<file path="src/rtl/cpu_datapath_if.sv">
// Control/data bus between the Simple RISC Machine controller and its datapath.
// The controller drives the control word and instruction/memory inputs; the datapath returns
// the decoded IR fields, the C register and the status flags.
interface cpu_datapath_if;
  logic [15:0] in;
  logic        load;
  logic [15:0] mdata;
  logic [7:0]  pc;
  logic        loada;
  logic        loadb;
  logic        loadc;
  logic        loads;
  logic        asel;
  logic        bsel;
  logic [1:0]  vsel;
  logic [2:0]  nsel;
  logic        write;
  logic [2:0]  opcode;
  logic [1:0]  op;
  logic [15:0] datapath_out;
  logic        Z;
  logic        N;
  logic        V;

  modport master (
    output in, load, mdata, pc, loada, loadb, loadc, loads, asel, bsel, vsel, nsel, write,
    input  opcode, op, datapath_out, Z, N, V
  );

  modport slave (
    input  in, load, mdata, pc, loada, loadb, loadc, loads, asel, bsel, vsel, nsel, write,
    output opcode, op, datapath_out, Z, N, V
  );
endinterface

</file>
<file path="src/rtl/cpu_datapath.sv">
// Instruction register, 8x16 register file, shifter, ALU and A/B/C/status pipeline registers.
// Executes one control word per clock.
module cpu_datapath (
  input logic             clk,
  input logic             reset,
  cpu_datapath_if.slave   bus
);

  logic [15:0] ir_q, ir_d;
  logic [15:0] a_q, a_d;
  logic [15:0] b_q, b_d;
  logic [15:0] c_q, c_d;
  logic        z_q, z_d;
  logic        n_q, n_d;
  logic        v_q, v_d;
  logic [15:0] regs_q [8];
  logic [15:0] regs_d [8];

  logic [2:0]  rn, rd, rm, readnum;
  logic [1:0]  shift, alu_op;
  logic [15:0] sximm8, sximm5;
  logic [15:0] rdata, b_shift, ain, bin, alu_res, wdata;
  logic        alu_v;

  // IR field decode
  always_comb begin
    rn     = ir_q[10:8];
    rd     = ir_q[7:5];
    shift  = ir_q[4:3];
    rm     = ir_q[2:0];
    alu_op = ir_q[12:11];
    sximm8 = {{8{ir_q[7]}}, ir_q[7:0]};
    sximm5 = {{11{ir_q[4]}}, ir_q[4:0]};
    // Non-one-hot nsel ORs fields together; nsel=000 falls through to R0.
    readnum = ({3{bus.nsel[2]}} & rn) | ({3{bus.nsel[1]}} & rd) | ({3{bus.nsel[0]}} & rm);
    rdata   = regs_q[readnum];
  end

  // Shifter and ALU
  always_comb begin
    unique case (shift)
      2'b00:   b_shift = b_q;
      2'b01:   b_shift = {b_q[14:0], 1'b0};
      2'b10:   b_shift = {1'b0, b_q[15:1]};
      default: b_shift = {b_q[15], b_q[15:1]};
    endcase

    ain = bus.asel ? 16'h0000 : a_q;
    bin = bus.bsel ? sximm5 : b_shift;

    alu_res = 16'h0000;
    alu_v   = 1'b0;
    unique case (alu_op)
      2'b00: begin
        alu_res = ain + bin;
        alu_v   = (ain[15] == bin[15]) && (alu_res[15] != ain[15]);
      end
      2'b01: begin
        alu_res = ain - bin;
        alu_v   = (ain[15] != bin[15]) && (alu_res[15] != ain[15]);
      end
      2'b10:   alu_res = ain & bin;
      default: alu_res = ~bin;
    endcase
  end

  // Next-state
  always_comb begin
    unique case (bus.vsel)
      2'b00:   wdata = c_q;
      2'b01:   wdata = {8'b0, bus.pc};
      2'b10:   wdata = sximm8;
      default: wdata = bus.mdata;
    endcase

    ir_d = bus.load  ? bus.in : ir_q;
    a_d  = bus.loada ? rdata  : a_q;
    b_d  = bus.loadb ? rdata  : b_q;
    c_d  = bus.loadc ? alu_res : c_q;
    z_d  = z_q;
    n_d  = n_q;
    v_d  = v_q;
    if (bus.loads) begin
      z_d = (alu_res == 16'h0000);
      n_d = alu_res[15];
      v_d = alu_v;
    end

    regs_d = regs_q;
    if (bus.write) regs_d[readnum] = wdata;
  end

  always_ff @(posedge clk) begin
    if (reset) begin
      ir_q <= 16'h0000;
      a_q  <= 16'h0000;
      b_q  <= 16'h0000;
      c_q  <= 16'h0000;
      z_q  <= 1'b0;
      n_q  <= 1'b0;
      v_q  <= 1'b0;
      for (int i = 0; i < 8; i++) regs_q[i] <= 16'h0000;
    end else begin
      ir_q <= ir_d;
      a_q  <= a_d;
      b_q  <= b_d;
      c_q  <= c_d;
      z_q  <= z_d;
      n_q  <= n_d;
      v_q  <= v_d;
      for (int i = 0; i < 8; i++) regs_q[i] <= regs_d[i];
    end
  end

  assign bus.opcode       = ir_q[15:13];
  assign bus.op           = ir_q[12:11];
  assign bus.datapath_out = c_q;
  assign bus.Z            = z_q;
  assign bus.N            = n_q;
  assign bus.V            = v_q;

endmodule

</file>
<file path="src/flat_wrapper.sv">
// flat-port wrapper written by rule: the top's interface ports become plain ports
module cpu_datapath_flat 
  (clk, reset, bus_in, bus_load, bus_mdata, bus_pc, bus_loada, bus_loadb, bus_loadc, bus_loads, bus_asel, bus_bsel, bus_vsel, bus_nsel, bus_write, bus_opcode, bus_op, bus_datapath_out, bus_Z, bus_N, bus_V);
  cpu_datapath_if bus_i ();
  input logic clk;
  input logic reset;
  input wire logic [$bits(bus_i.in)-1:0] bus_in;
  input wire logic [$bits(bus_i.load)-1:0] bus_load;
  input wire logic [$bits(bus_i.mdata)-1:0] bus_mdata;
  input wire logic [$bits(bus_i.pc)-1:0] bus_pc;
  input wire logic [$bits(bus_i.loada)-1:0] bus_loada;
  input wire logic [$bits(bus_i.loadb)-1:0] bus_loadb;
  input wire logic [$bits(bus_i.loadc)-1:0] bus_loadc;
  input wire logic [$bits(bus_i.loads)-1:0] bus_loads;
  input wire logic [$bits(bus_i.asel)-1:0] bus_asel;
  input wire logic [$bits(bus_i.bsel)-1:0] bus_bsel;
  input wire logic [$bits(bus_i.vsel)-1:0] bus_vsel;
  input wire logic [$bits(bus_i.nsel)-1:0] bus_nsel;
  input wire logic [$bits(bus_i.write)-1:0] bus_write;
  output wire logic [$bits(bus_i.opcode)-1:0] bus_opcode;
  output wire logic [$bits(bus_i.op)-1:0] bus_op;
  output wire logic [$bits(bus_i.datapath_out)-1:0] bus_datapath_out;
  output wire logic [$bits(bus_i.Z)-1:0] bus_Z;
  output wire logic [$bits(bus_i.N)-1:0] bus_N;
  output wire logic [$bits(bus_i.V)-1:0] bus_V;
  assign bus_i.in = bus_in;
  assign bus_i.load = bus_load;
  assign bus_i.mdata = bus_mdata;
  assign bus_i.pc = bus_pc;
  assign bus_i.loada = bus_loada;
  assign bus_i.loadb = bus_loadb;
  assign bus_i.loadc = bus_loadc;
  assign bus_i.loads = bus_loads;
  assign bus_i.asel = bus_asel;
  assign bus_i.bsel = bus_bsel;
  assign bus_i.vsel = bus_vsel;
  assign bus_i.nsel = bus_nsel;
  assign bus_i.write = bus_write;
  assign bus_opcode = bus_i.opcode;
  assign bus_op = bus_i.op;
  assign bus_datapath_out = bus_i.datapath_out;
  assign bus_Z = bus_i.Z;
  assign bus_N = bus_i.N;
  assign bus_V = bus_i.V;
  cpu_datapath u_core (.clk(clk), .reset(reset), .bus(bus_i));
endmodule
</file>
<file path="config.mk">
export PLATFORM = sky130hd
export DESIGN_NAME = cpu_datapath_flat
export DESIGN_NICKNAME = d
export VERILOG_FILES = /design/src/rtl/cpu_datapath_if.sv /design/src/rtl/cpu_datapath.sv /design/src/flat_wrapper.sv
export SDC_FILE = /design/constraint.sdc
export NUM_CORES = 1
export LEC_CHECK = 0
export CORE_MARGIN = 2
export CORE_UTILIZATION = 40
export DETAILED_ROUTE_END_ITERATION = 6
export PLACE_DENSITY = 0.64
export SLEW_MARGIN = 20
export SYNTH_ARGS = -nofsm -noshare
export SYNTH_HDL_FRONTEND = slang
export SYNTH_SLANG_ARGS = --single-unit
</file>
<file path="constraint.sdc">
create_clock -name clk -period 6.06 [get_ports clk]
set_input_delay 1.212 -clock clk [delete_from_list [all_inputs] [get_ports clk]]
set_output_delay 1.212 -clock clk [all_outputs]
set_load 0.1 [all_outputs]
</file>
==> results of run 1 <==
[cells by family (layout without fill, tap and decap cells)]
family / Yosys count / after routing
DFF: 195 / 195
AOI/OAI and AO/OA: 342 / 342
muxes: 55 / 55
buffers and inverters: 158 / 171
adders and majority gates: 34 / 34
and+or+nand+nor: 592 / 592
xor gates and xnor gates: 16 / 16
[per-stage QoR]
stage          hold WS [ns]  instance area, µm²  worst slack [ns]  power, mW  util, %
2_1_floorplan        0.4366               10660             1.488      1.962        -
3_3_place_gp         0.4414               11620            0.6242      2.184    44.45
3_5_place_dp         0.4468               11620            0.5073      2.187    44.45
4_1_cts              0.4573               12210            0.9485      3.331    46.71
5_1_grt              0.4737               12200            0.7664      3.453    46.67
6_report             0.4565               12200            0.9552      3.305    46.67
[cells in the mapped netlist, types with 17 or more instances]
library cell / count
nand2_1: 298
dfxtp_1: 195
nor2_1: 152
clkbuf_1: 107
a211oi_1: 106
a21oi_1: 90
mux2i_1: 40
nand3_1: 40
inv_1: 35
o21ai_0: 35
ha_1: 32
nor2b_1: 19
a31oi_1: 17
and3_1: 17
[worst paths after layout]
path | start | end | slack [ns] | cells past startpoint
max | bus_bsel | u_core.bus.Z | 0.96 | 15
min | u_core.regs_q[36] | u_core.regs_q[36] | 0.46 | 2
min reg2reg | u_core.regs_q[36] | u_core.regs_q[36] | 0.46 | 2
max reg2reg | u_core.ir_q[4] | u_core.bus.Z | 1.51 | 14
[layer usage]
layer | part of all wire (%) | track usage [%]
met5 | 0 | 0
met4 | 1.3 | 5.293
met3 | 3.5 | 2.813
met2 | 48 | 35.88
met1 | 47 | 29.73
[power groups by stage]
stage          logic (mW)  clock network, mW  registers [mW]
2_1_floorplan       0.477                  0            1.49
3_3_place_gp        0.762                  0            1.42
3_5_place_dp        0.763                  0            1.42
4_1_cts             0.766               1.17            1.39
5_1_grt             0.831               1.22            1.40
6_report            0.768               1.14            1.40
[worst register-to-register path: cells and delay by family, from the launching register on]
family / cells / cell delay, ns
compound gates: 3 / 0.78
mux: 1 / 0.48
flops: 1 / 0.78
simple gates: 6 / 1.73
fa+ha+maj: 1 / 0.26
xor+xnor: 1 / 0.13
buf+inv: 2 / 0.35
[layout make-up]
| cell class | instances | area (µm²) | area share, % |
|---|---|---|---|
| well taps | 335 | 419.2 | 3.437 |
| inverters | 35 | 131.4 | 1.077 |
| repair buffers | 104 | 979.7 | 8.032 |
| clock buffers | 20 | 446.7 | 3.662 |
| multi-input cells | 1039 | 6172 | 50.61 |
| clock inverters | 12 | 143.9 | 1.180 |
| flip-flops and latches | 195 | 3904 | 32.01 |
[flip-flops by register name (all words and copies together), names as in the netlist]
| register | flops |
|---|---|
| u_core.a_q | 16 |
| u_core.bus.N | 1 |
| u_core.b_q | 16 |
| u_core.bus.V | 1 |
| u_core.ir_q | 16 |
| u_core.bus.datapath_out | 16 |
| u_core.bus.Z | 1 |
| u_core.regs_q | 128 |
==> flow_summary.ini, run 1 <==
[worst_setup_path]
cp_num_buf_inv = 3
cp.arrival_ns = 5.49
crit_fanout = 15
crit_slowest_cell = o221ai_1
crit_type = input port to flop
critPathTopFamily = simple AND/OR/NAND/NOR gates
cp-end-kind = flop
required_ns = 6.45
start_kind = input port
critPathMaxStageDelay_ns = 0.55
path_cells = clkdlybuf4s50_1 > or2_1 > o221ai_1 > inv_1 > ha_1 > a211oi_1 > buf_4 > nor2_1 > xor2_1 > mux4_2 > nor3b_1 > nand4_1 > nor4b_1 > and4_1 > a22o_1

[cells_and_area]
diodes = 0
stdcell_count = 1740
final_nets = 1481
mostFrequentLayoutCells = 297 x nand2_1, 195 x dfxtp_1, 152 x nor2_1, 106 x a211oi_1, 90 x a21oi_1
nFillCells = 2627
mostFrequentLayoutCell = nand2_1
drive_above_1_share_pct = 6.762
areaGrowthSynthToFinish_pct = 14.47

[routing]
dr.pass1.iters = 7
vias_per_cell = 5.612
wl_mm = 30.90
ant_nets = 0
routedWlPerCell_um = 17.76
num_vias = 9765
drcViolationCount = 3
drtIter0Drc = 655

[synth]
async_flop_share_pct = 0
syn-instance-count = 1392
synth_compound_area_share_pct = 21.85
ys_ff_latch = 195
syn_area_um2 = 10660
synth_adder_area_share_pct = 4.133
synthSimpleGateAreaFrac_pct = 23.81
synth_area_leaders = dfxtp_1 37%, nand2_1 10%, a211oi_1 7.5%, nor2_1 5.4%, a21oi_1 4.2%
ys_types = 70
synth_top_area_cell = dfxtp_1
synth_ff_type = dfxtp_1
ys_seq_area_share_pct = 36.64
synth-xor-area-share_pct = 1.315
synth_nets = 1481
yosysWarnings = 0
synth_mux_area_share_pct = 6.400
synthDominantCellAreaShare_pct = 36.64
synth-edff-count = 0
postSynthAreaPerCell_um2 = 7.655
synth_top_family_by_area = simple AND/OR/NAND/NOR gates

[sta]
tns_ns = 0
setup-violations-final = 0
clock.fmax_ghz = 0.1959
rsz0062_at_grt = no
tightest_slew_ns = 1.116
hold_viol_final = 0
min_period_over_period_pct = 84.24
min_period_ns = 5.105
slew_violations = 0
finClkSkew_ns = 0.01796
slew_headroom_pct = 25.37

[cts]
cts_tree = built
post_cts_buffers = 0
htreeDepth = 4
clock-sinks = 195
clkLatencyLatePin_ns = 0.44
postCtsHoldBufs = 0
cts_resized = 0
cts_inserted_buffers = 17
root_buffer = clkbuf_16
cts_max_path_buffers = 2
clkTransAtPathRegs_ns = 0.08

[place]
dpl.cell_count = 1708
place_congestion = 0.8811
hpwl_mm = 21.52
portBuffers = 78

[hold_path]
hp-class = flop to flop

[global_routing]
grt_antenna_before_repair = 0
grt_overflow = 0
grt_pass1_wl_mm = 48.91
grt_start_max_net_pins = 120
grt_pass1_vias = 8879
grt_usage_pct = 21.57

[power_and_ir_drop]
powerDensity_nw_per_um2 = 271.0
p_seq_share_pct = 42.2
clkPwrFrac_pct = 34.6
p_sw_mw = 1.097
p_leak_nw = 4.257
internal_power_mw = 2.209
power_frac_comb_pct = 23.2
swShare_pct = 33.18
peakVddDrop_uv = 168.9

[outcome]
violations = DRC
status = finished with violations

[die]
io_pins = 79
core_um2 = 26130
die_w_um = 167.2
rows = 59
die-area_um2 = 27960
die_height_um = 167.2
start_util_pct = 40.77

[job]
drv_cap = 0
No activity file was read; power rests on OpenSTA's default activity.
==> inputs of run 2 (changes only) <==
--- a/config.mk
+++ b/config.mk
@@ -8,7 +8,7 @@
 export CORE_MARGIN = 2
 export CORE_UTILIZATION = 40
 export DETAILED_ROUTE_END_ITERATION = 6
-export PLACE_DENSITY = 0.64
+export PLACE_DENSITY = 0.66
 export SLEW_MARGIN = 20
 export SYNTH_ARGS = -nofsm -noshare
 export SYNTH_HDL_FRONTEND = slang
==> constraint.sdc (replaced) <==
create_clock -name clk -period 4.6 [get_ports clk]
set_input_delay 0.92 -clock clk [delete_from_list [all_inputs] [get_ports clk]]
set_output_delay 0.92 -clock clk [all_outputs]
set_load 0.1 [all_outputs]
==> run 2 against run 1 <==
  * The flow still finishes with violations (DRC)
  * Count of clock-buffer cells in the layout shrank 2
  * Sequential share of layout area shrank 0.80 points
  * Wire length shrank 2.7%
  * Critical path type unchanged
==> flow_summary.ini, run 2 (synthesis gave the netlist of run 1 again) <==
[outcome]
status = finished with violations
violations = DRC

[place]
place_congestion = 0.9238
place_area_um2 = 11920
hpwl_mm = 21.43
portBuffers = 78
dp_slack_ns = -0.1637

[cts]
root_buffer = clkbuf_16
htreeDepth = 4
cts_tree = built
cts_inserted_buffers = 17
clock-sinks = 195
postCtsHoldBufs = 0
clkTransAtPathRegs_ns = 0.08
clkLatencyLatePin_ns = 0.43
cts_max_path_buffers = 2

[power_and_ir_drop]
power_frac_comb_pct = 24.4
p_seq_share_pct = 41.9
clkPwrFrac_pct = 33.7
internal_power_mw = 2.906
p_sw_mw = 1.476
p_leak_nw = 4.456
swShare_pct = 33.68
peakVddDrop_uv = 240.9
powerDensity_nw_per_um2 = 350.3

[die]
die_height_um = 167.2
start_util_pct = 40.77
die_w_um = 167.2
die-area_um2 = 27960
core_um2 = 26130
io_pins = 79
rows = 59

[cells_and_area]
nFillCells = 2562
diodes = 0
mostFrequentLayoutCell = nand2_1
drive_above_1_share_pct = 9.418
largest_reg_flops = 128
final_nets = 1520
final_area_um2 = 12510
areaGrowthSynthToFinish_pct = 17.41
top_register = u_core.regs_q
mostFrequentLayoutCells = 297 x nand2_1, 195 x dfxtp_1, 152 x nor2_1, 106 x a211oi_1, 90 x a21oi_1

[global_routing]
grt_start_max_net_pins = 106
grt_pass1_vias = 9082
grt_pass1_wl_mm = 49.27
grt_usage_pct = 21.48
grt_antenna_before_repair = 0
grt_overflow = 0

[routing]
vias_per_cell = 5.544
wl_mm = 30.07
drcViolationCount = 5
num_vias = 9863
routedWlPerCell_um = 16.90
dr.pass1.iters = 7
drtIter0Drc = 820
ant_nets = 0

[sta]
slew_headroom_pct = 27.31
finClkSkew_ns = 0.01247
hold_viol_final = 0
worst_slack_ns = 0.2469
clock.fmax_ghz = 0.2297
min_period_ns = 4.353
setup-violations-final = 0
slew_violations = 0
rsz0062_at_grt = no
fin_hold_ws_ns = 0.4562
min_period_over_period_pct = 94.63
tns_ns = 0
tightest_slew_ns = 1.090

[job]
drv_cap = 0

[worst_setup_path]
crit_fanout = 5
required_ns = 4.93
crit_type = input port to flop
ff2ff_setup_slack_ns = 0.41
start_kind = input port
cp-end-kind = flop
cp.arrival_ns = 4.68

[hold_path]
hp-class = flop to flop
## run 2: changes by cell type in the layout (fill, tap and decap cells not counted)
cell,before,now
buf_4,25,64
clkinv_8,2,4
buf_12,1,2
buf_2,2,1
bufinv_16,1,0
clkbuf_1,2,1
clkbuf_8,1,0
clkinv_2,1,0
clkinv_4,2,3
inv_8,3,4
o221ai_1,3,2
o221ai_2,0,1
## run 2: worst max-delay path: stages
cell	delay (ns)
clkdlybuf4s50_1	0.50
or2_1	0.32
o21ai_0	0.29
ha_1	0.30
or4_1	0.52
o21ba_1	0.23
a2111oi_4	0.41
buf_4	0.17
nor3_2	0.05
o21a_1	0.22
mux2i_1	0.15
o2111ai_1	0.18
and4_1	0.22
a22o_1	0.19
## run 2: area by class of cell
type	instances	area, µm²	share of cell area, %
inverter	35	131.4	1.050
clock inverter	14	161.4	1.290
sequential	195	3904	31.20
timing repair buffer	143	1287	10.29
clock buffer	18	429.2	3.430
multi-input combinational	1039	6178	49.39
tap	335	419.2	3.350
## run 2: path summary, 6_finish.rpt
path	startpoint	end	cells after the start
worst min register to register	u_core.regs_q[115]	u_core.regs_q[115]	2
worst max-delay path	bus_bsel	u_core.bus.Z	14
worst max register to register	u_core.ir_q[4]	u_core.bus.Z	15
worst min-delay path	u_core.regs_q[115]	u_core.regs_q[115]	2
## run 2: power groups by stage
stage / clock network, mW / logic, mW / registers [mW]
2_1_floorplan: 0 / 0.628 / 1.96
3_3_place_gp: 0 / 1.06 / 1.87
3_5_place_dp: 0 / 1.06 / 1.87
4_1_cts: 1.50 / 1.07 / 1.84
5_1_grt: 1.58 / 1.16 / 1.85
6_report: 1.48 / 1.07 / 1.84
## run 2: layer usage
| metal | share of wire (%) | track usage (%) |
|---|---|---|
| met1 | 47 | 30.23 |
| met2 | 47 | 34.57 |
| met3 | 4.9 | 3.025 |
| met4 | 1.6 | 5.822 |
| met5 | 0 | 0 |
## run 2: what timing repair did
| action | CTS | global route |
|---|---|---|
| resized for setup | 0 | 1 |
| endpoints found under the setup margin | 0 | 1 |
| setup buffers | 0 | 0 |
## run 2: per-stage QoR
stage	cells	total power, mW	utilization, %
floorplan	1392	2.585	-
global placement	1747	2.931	45.61
detailed placement	1747	2.937	45.61
CTS	1779	4.405	47.87
global route	1779	4.596	47.87
finish	1779	4.382	47.87
==> inputs of run 3 (changes only) <==
--- a/config.mk
+++ b/config.mk
@@ -8,7 +8,8 @@
 export CORE_MARGIN = 2
 export CORE_UTILIZATION = 40
 export DETAILED_ROUTE_END_ITERATION = 6
-export PLACE_DENSITY = 0.66
+export PLACE_DENSITY = 0.64
+export SKIP_CTS_REPAIR_TIMING = 1
 export SLEW_MARGIN = 20
 export SYNTH_ARGS = -nofsm -noshare
 export SYNTH_HDL_FRONTEND = slang
==> constraint.sdc (replaced) <==
create_clock -name clk -period 4.98 [get_ports clk]
set_input_delay 0.996 -clock clk [delete_from_list [all_inputs] [get_ports clk]]
set_output_delay 0.996 -clock clk [all_outputs]
set_load 0.1 [all_outputs]
==> run 3 against run 2 <==
  * The flow still finishes with violations (DRC)
  * Global-route usage is 0.27 points higher
  * Register-to-register slack better by 0.33 ns
  * Sequential share of layout area is 0.52 points higher
  * Wire length is 3.1% higher
  * Clock skew is 0.0015 ns higher
  * Non-clock buffer count is 24 lower
  * Utilization is 0.78 points lower
  * Worst hold slack hardly changed
  * Worst setup slack better by 0.24 ns
  * Die area stayed put
  * Clock power is 7% lower
  * First-iteration DRC count is 3.4% lower
==> flow_summary.ini, run 3 (synthesis gave the netlist of run 1 again) <==
[outcome]
status = finished with violations
violations = DRC

[cells_and_area]
areaGrowthSynthToFinish_pct = 15.50
nFillCells = 2626
regArea_um2 = 3904
top_register = u_core.regs_q
multiInputGateArea_um2 = 6172
mostFrequentLayoutCell = nand2_1
drive_above_1_share_pct = 7.746
diodes = 0
largest_reg_flops = 128
finalCoreUtilization_pct = 47.09
final_nets = 1496
final_area_um2 = 12310
stdcell_count = 1755
mostFrequentLayoutCells = 297 x nand2_1, 195 x dfxtp_1, 152 x nor2_1, 106 x a211oi_1, 90 x a21oi_1

[place]
dpl.cell_count = 1723
place_congestion = 0.8932
place_area_um2 = 11730
hpwl_mm = 21.96
dp_slack_ns = 0.04615
portBuffers = 78

[worst_setup_path]
crit_type = input port to flop
crit_cells = 15
r2r-start = u_core.ir_q[4]
ff2ff_setup_slack_ns = 0.74
crit_fanout = 15
reg2regPathDepth = 14
cp.arrival_ns = 4.87
critPathMaxStageDelay_ns = 0.54
critPathTopFamily = compound AO/OA/AOI/OAI gates
cp_num_buf_inv = 4
required_ns = 5.36
r2r-end = u_core.bus.Z
crit_slowest_cell = clkdlybuf4s50_1
crit_top_cell = inv_1
start_kind = input port
path_cells = clkdlybuf4s50_1 > buf_4 > inv_1 > o221ai_1 > inv_1 > ha_1 > or4_1 > o21ba_1 > a2111oi_4 > o32ai_1 > xnor2_1 > o21ai_0 > nor4b_1 > and4_1 > a22o_1
cp-end-kind = flop

[power_and_ir_drop]
p_sw_mw = 1.367
powerDensity_nw_per_um2 = 326.9
peakVddDrop_uv = 224.1
power_frac_comb_pct = 23.8
clkPwrFrac_pct = 34.0
internal_power_mw = 2.656
p_leak_nw = 4.334
p_seq_share_pct = 42.3
swShare_pct = 33.99
power_mw = 4.023

[sta]
setup-violations-final = 0
clock.fmax_ghz = 0.2227
min_period_ns = 4.491
hold_viol_final = 0
fin_hold_ws_ns = 0.4558
min_period_over_period_pct = 90.18
slew_violations = 0
rsz0062_at_grt = no
worst_slack_ns = 0.4893
finClkSkew_ns = 0.01394
tightest_slew_ns = 1.133
tns_ns = 0
slew_headroom_pct = 24.23

[global_routing]
grt_start_max_net_pins = 103
grt_pass1_vias = 9050
grt_usage_pct = 21.75
grt_overflow = 0
grt_antenna_before_repair = 0
grt_pass1_wl_mm = 49.24

[cts]
cts_inserted_buffers = 17
clock-sinks = 195
root_buffer = clkbuf_16
clkLatencyLatePin_ns = 0.44
clkTransAtPathRegs_ns = 0.08
htreeDepth = 4
cts_tree = built
cts_max_path_buffers = 2

[routing]
drtIter0Drc = 792
ant_nets = 0
wl_mm = 31.01
dr.pass1.iters = 7
routedWlPerCell_um = 17.67
vias_per_cell = 5.595
drcViolationCount = 3
num_vias = 9820

[die]
core_um2 = 26130
die_w_um = 167.2
die_height_um = 167.2
start_util_pct = 40.77
io_pins = 79
die-area_um2 = 27960
rows = 59

[hold_path]
worstHoldStart = u_core.regs_q[118]
min_to = u_core.regs_q[118]
hold_depth = 2
hp-class = flop to flop

[job]
drv_cap = 0
==> run 3: cell count changes in the layout (fill, tap and decap cells not counted) <==
cell | previous run | this run
buf_12 | 2 | 1
buf_4 | 64 | 40
clkdlybuf4s50_1 | 75 | 76
clkinv_2 | 0 | 1
clkinv_8 | 4 | 2
clkinvlp_4 | 1 | 0
inv_12 | 0 | 1
inv_8 | 4 | 5
o221ai_1 | 2 | 3
o221ai_2 | 1 | 0
==> run 3: power by group through the flow <==
| stage | combinational [mW] | clock, mW | sequential (mW) |
|---|---|---|---|
| final | 0.957 | 1.37 | 1.70 |
| after global routing | 1.04 | 1.45 | 1.71 |
| after CTS | 0.955 | 1.39 | 1.70 |
| after detailed placement | 0.951 | 0 | 1.73 |
| after global placement | 0.944 | 0 | 1.73 |
| after floorplan | 0.580 | 0 | 1.81 |
==> run 3: layout make-up <==
| type | instances | area share (%) |
|---|---|---|
| sequential | 195 | 31.72 |
| inverter | 35 | 1.068 |
| clock inverter | 14 | 1.251 |
| tap | 335 | 3.406 |
| timing repair buffer | 119 | 8.916 |
| clock buffer | 18 | 3.487 |
| multi-input combinational | 1039 | 50.15 |
==> run 3: worst reg2reg max path: stages, from the launching register on <==
cell      delay (ns)
dfxtp_1         0.77
a221oi_1        0.19
a21oi_1         0.22
ha_1            0.24
inv_1           0.08
fa_1            0.46
nor2b_1         0.20
o31ai_1         0.11
xnor2_1         0.13
mux4_2          0.48
nor4b_1         0.30
nand4_1         0.17
nor4b_1         0.45
and4_1          0.27
a22o_1          0.12
==> run 3: routing by layer <==
metal | global-route usage (%) | wire length, µm | share of wire [%]
met1 | 28.95 | 13920 | 45
met5 | 0 | 0 | 0
met2 | 35.52 | 14650 | 47
met4 | 7.599 | 780 | 2.5
met3 | 3.947 | 1662 | 5.4
==> run 3: worst max path at each step <==
stage | from | endpoint | slack [ns]
2_1_floorplan | bus_bsel | u_core.bus.Z | 0.62
3_3_place_gp | bus_bsel | u_core.bus.Z | 0.11
3_5_place_dp | bus_bsel | u_core.bus.Z | 0.05
4_1_cts | bus_bsel | u_core.bus.Z | 0.51
5_1_grt | bus_bsel | u_core.bus.Z | 0.30
6_report | bus_bsel | u_core.bus.Z | 0.49
